==> src/rtl/fifo_arb_pkg.sv <==
// rtl/fifo_arb_pkg.sv - shared state type and parameter limits for the FIFO push arbiter
package fifo_arb_pkg;

   typedef enum logic {
      ST_IDLE = 1'b0,
      ST_LOCK = 1'b1
   } arb_state_t;

   localparam int NUM_REQ_MIN    = 2;
   localparam int NUM_REQ_MAX    = 16;
   localparam int DATA_WIDTH_MIN = 1;
   localparam int MAX_BURST_MIN  = 1;
   localparam int MAX_BURST_MAX  = 256;

endpackage

==> src/rtl/rr_prio_sel.sv <==
// rtl/rr_prio_sel.sv - round-robin search: first valid requester at or after the pointer
module rr_prio_sel
   import fifo_arb_pkg::*;
#(
   parameter int NUM_REQ = 4,
   parameter int IDX_W   = $clog2(NUM_REQ)
) (
   input  logic [NUM_REQ-1:0] i_valid,
   input  logic [IDX_W-1:0]   i_ptr,
   output logic [IDX_W-1:0]   o_idx,
   output logic               o_found
);

   logic [IDX_W:0] w_cand;

   // Walk offsets from farthest to nearest so the nearest valid requester wins.
   always_comb begin
      o_idx   = i_ptr;
      o_found = 1'b0;
      w_cand  = '0;
      for (int i = NUM_REQ - 1; i >= 0; i--) begin
         w_cand = {1'b0, i_ptr} + (IDX_W+1)'(i);
         if (w_cand >= (IDX_W+1)'(NUM_REQ)) begin
            w_cand = w_cand - (IDX_W+1)'(NUM_REQ);
         end
         if (i_valid[w_cand[IDX_W-1:0]]) begin
            o_idx   = w_cand[IDX_W-1:0];
            o_found = 1'b1;
         end
      end
   end

endmodule

==> src/rtl/fifo_push_arbiter.sv <==
// rtl/fifo_push_arbiter.sv - round-robin, burst-locking arbiter in front of a shared FIFO push port
module fifo_push_arbiter
   import fifo_arb_pkg::*;
#(
   parameter int NUM_REQ    = 4,
   parameter int DATA_WIDTH = 32,
   parameter int MAX_BURST  = 4
) (
   input  logic                          clk,
   input  logic                          rst_n,
   input  logic                          clear_i,
   input  logic [NUM_REQ-1:0]            req_valid_i,
   input  logic [NUM_REQ*DATA_WIDTH-1:0] req_data_i,
   input  logic [NUM_REQ-1:0]            req_last_i,
   output logic [NUM_REQ-1:0]            req_grant_o,
   output logic [DATA_WIDTH-1:0]         fifo_data_o,
   output logic                          fifo_valid_o,
   input  logic                          fifo_grant_i,
   output logic [$clog2(NUM_REQ)-1:0]    gnt_id_o,
   output logic                          lock_o
);

   localparam int IDX_W = $clog2(NUM_REQ);
   localparam int CNT_W = $clog2(MAX_BURST + 1);

   arb_state_t         r_state;
   arb_state_t         w_state_nxt;
   logic [IDX_W-1:0]   r_rr_ptr;
   logic [IDX_W-1:0]   w_rr_ptr_nxt;
   logic [IDX_W-1:0]   r_owner;
   logic [IDX_W-1:0]   w_owner_nxt;
   logic [CNT_W-1:0]   r_burst_cnt;
   logic [CNT_W-1:0]   w_burst_cnt_nxt;

   logic [IDX_W-1:0]   w_rr_idx;
   logic               w_rr_found;
   logic [IDX_W-1:0]   w_sel;
   logic [IDX_W-1:0]   w_sel_inc;
   logic               w_sel_valid;
   logic               w_sel_last;
   logic               w_xfer;
   logic               w_burst_end;

   rr_prio_sel #(
      .NUM_REQ (NUM_REQ),
      .IDX_W   (IDX_W)
   ) u_rr_prio_sel (
      .i_valid (req_valid_i),
      .i_ptr   (r_rr_ptr),
      .o_idx   (w_rr_idx),
      .o_found (w_rr_found)
   );

   // Selection is forced to requester 0 while reset is held so the push port stays well defined.
   always_comb begin
      if (!rst_n) begin
         w_sel = '0;
      end else if (r_state == ST_LOCK) begin
         w_sel = r_owner;
      end else if (w_rr_found) begin
         w_sel = w_rr_idx;
      end else begin
         w_sel = r_rr_ptr;
      end
   end

   assign w_sel_valid = req_valid_i[w_sel];
   assign w_sel_last  = req_last_i[w_sel];
   assign w_sel_inc   = (w_sel == IDX_W'(NUM_REQ - 1)) ? '0 : w_sel + IDX_W'(1);
   assign w_burst_end = (r_burst_cnt == CNT_W'(MAX_BURST - 1));

   assign fifo_valid_o = w_sel_valid & ~clear_i;
   assign fifo_data_o  = req_data_i[w_sel*DATA_WIDTH +: DATA_WIDTH];
   assign w_xfer       = fifo_valid_o & fifo_grant_i & rst_n;
   assign gnt_id_o     = w_sel;
   assign lock_o       = (r_state == ST_LOCK);

   always_comb begin
      req_grant_o = '0;
      if (w_xfer) begin
         req_grant_o[w_sel] = 1'b1;
      end
   end

   always_comb begin
      w_state_nxt     = r_state;
      w_rr_ptr_nxt    = r_rr_ptr;
      w_owner_nxt     = r_owner;
      w_burst_cnt_nxt = r_burst_cnt;
      if (clear_i) begin
         w_state_nxt     = ST_IDLE;
         w_rr_ptr_nxt    = '0;
         w_owner_nxt     = '0;
         w_burst_cnt_nxt = '0;
      end else if (w_xfer) begin
         case (r_state)
            ST_IDLE: begin
               if (w_sel_last || (MAX_BURST == 1)) begin
                  w_rr_ptr_nxt    = w_sel_inc;
                  w_burst_cnt_nxt = '0;
               end else begin
                  w_state_nxt     = ST_LOCK;
                  w_owner_nxt     = w_sel;
                  w_burst_cnt_nxt = CNT_W'(1);
               end
            end
            ST_LOCK: begin
               if (w_sel_last || w_burst_end) begin
                  w_state_nxt     = ST_IDLE;
                  w_rr_ptr_nxt    = w_sel_inc;
                  w_burst_cnt_nxt = '0;
               end else begin
                  w_burst_cnt_nxt = r_burst_cnt + CNT_W'(1);
               end
            end
            default: begin
               w_state_nxt = ST_IDLE;
            end
         endcase
      end
   end

   always_ff @(posedge clk or negedge rst_n) begin
      if (!rst_n) begin
         r_state     <= ST_IDLE;
         r_rr_ptr    <= '0;
         r_owner     <= '0;
         r_burst_cnt <= '0;
      end else begin
         r_state     <= w_state_nxt;
         r_rr_ptr    <= w_rr_ptr_nxt;
         r_owner     <= w_owner_nxt;
         r_burst_cnt <= w_burst_cnt_nxt;
      end
   end

endmodule
==> config.mk <==
export PLATFORM = sky130hd
export DESIGN_NAME = fifo_push_arbiter
export DESIGN_NICKNAME = d
export VERILOG_FILES = /design/src/rtl/fifo_arb_pkg.sv /design/src/rtl/rr_prio_sel.sv /design/src/rtl/fifo_push_arbiter.sv
export SDC_FILE = /design/constraint.sdc
export NUM_CORES = 1
export LEC_CHECK = 0
export ABC_AREA = 1
export ABC_CLOCK_PERIOD_IN_PS = 3000
export CAP_MARGIN = 20
export CORE_UTILIZATION = 30
export DETAILED_ROUTE_END_ITERATION = 7
export PLACE_DENSITY_LB_ADDON = 0.05
export SETUP_SLACK_MARGIN = 0.1
export SLEW_MARGIN = 10
export SYNTH_ARGS = -nofsm -noshare
export SYNTH_HDL_FRONTEND = slang
export SYNTH_SLANG_ARGS = --single-unit
==> constraint.sdc <==
create_clock -name clk -period 3 [get_ports clk]
set_clock_uncertainty 0.05 [all_clocks]
set_input_delay 0.6 -clock clk [delete_from_list [all_inputs] [get_ports clk]]
set_output_delay 0.6 -clock clk [all_outputs]
set_load 0.03 [all_outputs]
==> results.yml, run 1 <==
die:
  die-width_um: 78.6
  row_count: 27
  dieArea_sq_mm: 0.00618
  dieHeight_um: 78.6
  core_area_sq_mm: 0.00557
  start_util_pct: 31.6
  io_pins: 180
sta:
  period_needed_ps: 2980
  worst_slew_pin_slew_ps: 374
  drv_slew: 0
  hold_viol_final: 0
  setup_tns_ps: 0
  relSlewSlack_pct: 74.9
  rsz0062_at_grt: "yes"
  setup_viol: 0
  fmax_mhz: 336
  finalCritPeriodShare_pct: 99.3
synth:
  synth_area_sq_mm: 0.00176
  postSynthCellCount: 328
  postSynthAreaPerCell_sq_um: 5.37
  synth_top_cell_area_share_pct: 19.3
  synth_nets: 474
  ys_types: 26
  synthArstFlopShare_pct: 100
  synth_edf_count: 0
  synth-seq-area-share_pct: 11.4
  synth_area_leader_cell: "o21ai_0"
  ys_ff_latch: 8
  synthTopCellsByArea: "o21ai_0, nor2_1, dfrtp_1, o22ai_1, nand2_1"
  yosysWarnings: 0
  ys.flop_type: "dfrtp_1"
worst_setup_path:
  crit_required_ps: 2350
  cp_max_fo: 5
  reg2reg_depth: 17
  critPathLaunchType: "input pin"
  timing.rr.start: "r_rr_ptr[0]$_DFFE_PN0P_"
  reg2reg_to: "r_rr_ptr[1]$_DFFE_PN0P_"
  critPathCaptureType: "output port"
  r2r_setup_slack_ps: 590
  criticalPathCategory: "in2out"
  critPathLaunch: "rst_n"
  arrival_ps: 2330
  crit_end: "req_grant_o[1]"
finish:
  insertedDiodeCount: 0
  seq_area_sq_um: 203
  finalInstanceArea_sq_mm: 0.00451
  final_cell_mix: "clkdlybuf4s50_1, nor2_1, buf_4"
  nFillCells: 392
  multi_input_area_sq_mm: 0.00182
  synthToLayoutAreaGrowth_pct: 156
  layout.nets: 685
  drive_gt1_share_pct: 38.2
  final_util_pct: 80.9
  final_common_cell: "clkdlybuf4s50_1"
flow_run:
  max-cap-violations: 0
clocking:
  clockRootBuffer: "clkbuf_8"
  cts_buffers: 3
  htree_levels: 1
  cts_tree: "done"
  ctsHoldBuffers: 0
  clock_sinks: 8
  insertion_delay_ps: 240
  cts.clk_slew.worst_paths_ps: 50
  clockBufferDepth: 2
global_route:
  grt_pass1_vias: 2887
  grt-ovfl-total: 0
  grt_use_total_pct: 27.2
  grt_pass1_wl_mm: 13.6
  grt_max_degree: 26
  antenna_found_initial: 0
min_path:
  hold_path_depth: 2
  min_path_type: "reg2reg"
power:
  leakage_nw: 1.94
  p_total_mw: 4.04
  ir_drop_mv: 0.585
  powerDensity_mw_per_mm2: 895
place:
  io_buffers: 179
  dpl_cell_area_sq_mm: 0.00372
  gp_congestion: 0.894
  dpl.hpwl_mm: 6.77
detailed_routing:
  wl_mm: 9.85
  wl_per_cell_um: 16.2
  via_per_inst: 5.23
  drtIter0Drc: 124
  dr.pass1.iters: 7
  ant_nets: 0
  drc_errors: 0
  num_vias: 3185
status:
  status: "finished, final reports clean"
worst max-delay path, cell delays in order:
cell	delay, ps
clkdlybuf4s50_1	650
o21a_4	250
nand2_8	110
nand2_4	100
nand3_4	80
nand2_4	100
nand3_4	130
nor2_2	160
buf_6	140
timing repair:
| action | 4_1_cts | 5_1_grt |
|---|---|---|
| endpoints found under the hold margin | 0 | 0 |
| gates cloned | 1 | 8 |
| endpoints found under the setup margin | 38 | 37 |
| gates resized for setup | 61 | 154 |
| pin swaps | 12 | 20 |
| setup buffers | 10 | 3 |
registers in the layout, indices dropped and copies added (netlist names):
| register | cells |
|---|---|
| r_owner | 2 |
| r_rr_ptr | 2 |
| lock_o | 1 |
| r_burst_cnt | 3 |
area by class of cell:
type                    instances  area share, %
repair buffers                227           49.8
repair inverters                1          0.194
inverters                      22           2.22
multi-input cells             276           40.4
well taps                      72           2.00
flip-flops and latches          8           4.50
clock buffers                   3          0.916
cells by family after synthesis:
family                   share of synthesized area [%]
flip-flops                                        11.4
AO/OA/AOI/OAI                                     34.0
adder cells (fa/ha/maj)                           4.26
AND/OR/NAND/NOR                                   39.3
buffers and inverters                             11.0
Yosys cell counts (4+ instances only):
cell type / number
a21oi_1: 5
buf_2: 8
buf_4: 4
clkbuf_1: 10
dfrtp_1: 8
ha_1: 6
inv_1: 20
nand2_1: 49
nand3_1: 20
nand3_2: 4
nor2_1: 77
o21ai_0: 68
o22ai_1: 32
where the power goes:
part           leakage [nW]  total (mW)  internal, mW  switching, mW
clock network        0.0216       0.137        0.0876         0.0494
registers             0.104       0.187         0.143         0.0435
logic                  1.82        3.71          1.59           2.13
total                  1.94        4.04          1.82           2.22
worst min-delay path by stage:
stage	slack (ps)	from	to
6_report	430	r_owner[1]$_DFFE_PN0P_	r_owner[1]$_DFFE_PN0P_
5_1_grt	450	r_owner[1]$_DFFE_PN0P_	r_owner[1]$_DFFE_PN0P_
4_1_cts	420	r_owner[1]$_DFFE_PN0P_	r_owner[1]$_DFFE_PN0P_
3_5_place_dp	410	r_owner[1]$_DFFE_PN0P_	r_owner[1]$_DFFE_PN0P_
3_3_place_gp	410	r_owner[1]$_DFFE_PN0P_	r_owner[1]$_DFFE_PN0P_
2_1_floorplan	250	rst_n	lock_o$_DFFE_PN0P_
per-layer routing:
layer,routed length (um),GRT usage (%)
met5,0,0
met2,5190,51.2
met3,666,6.05
met1,3680,30.3
met4,313,7.41
per-stage QoR:
step	hold WS, ps	std cells	setup slack, ps
floorplan	254	328	140
global placement	410	584	-213
detailed placement	412	584	-288
CTS	423	598	74.0
global route	446	609	-91.2
finish	432	609	19.7
(Power assumes the default switching activity.)
==> inputs of run 2 (changes only) <==
--- a/config.mk
+++ b/config.mk
@@ -12,6 +12,7 @@
 export DETAILED_ROUTE_END_ITERATION = 7
 export PLACE_DENSITY_LB_ADDON = 0.05
 export SETUP_SLACK_MARGIN = 0.1
+export SKIP_LAST_GASP = 1
 export SLEW_MARGIN = 10
 export SYNTH_ARGS = -nofsm -noshare
 export SYNTH_HDL_FRONTEND = slang
==> results of run 2 <==
Same layout as run 1: the final DEF is identical, and so are final timing and power.
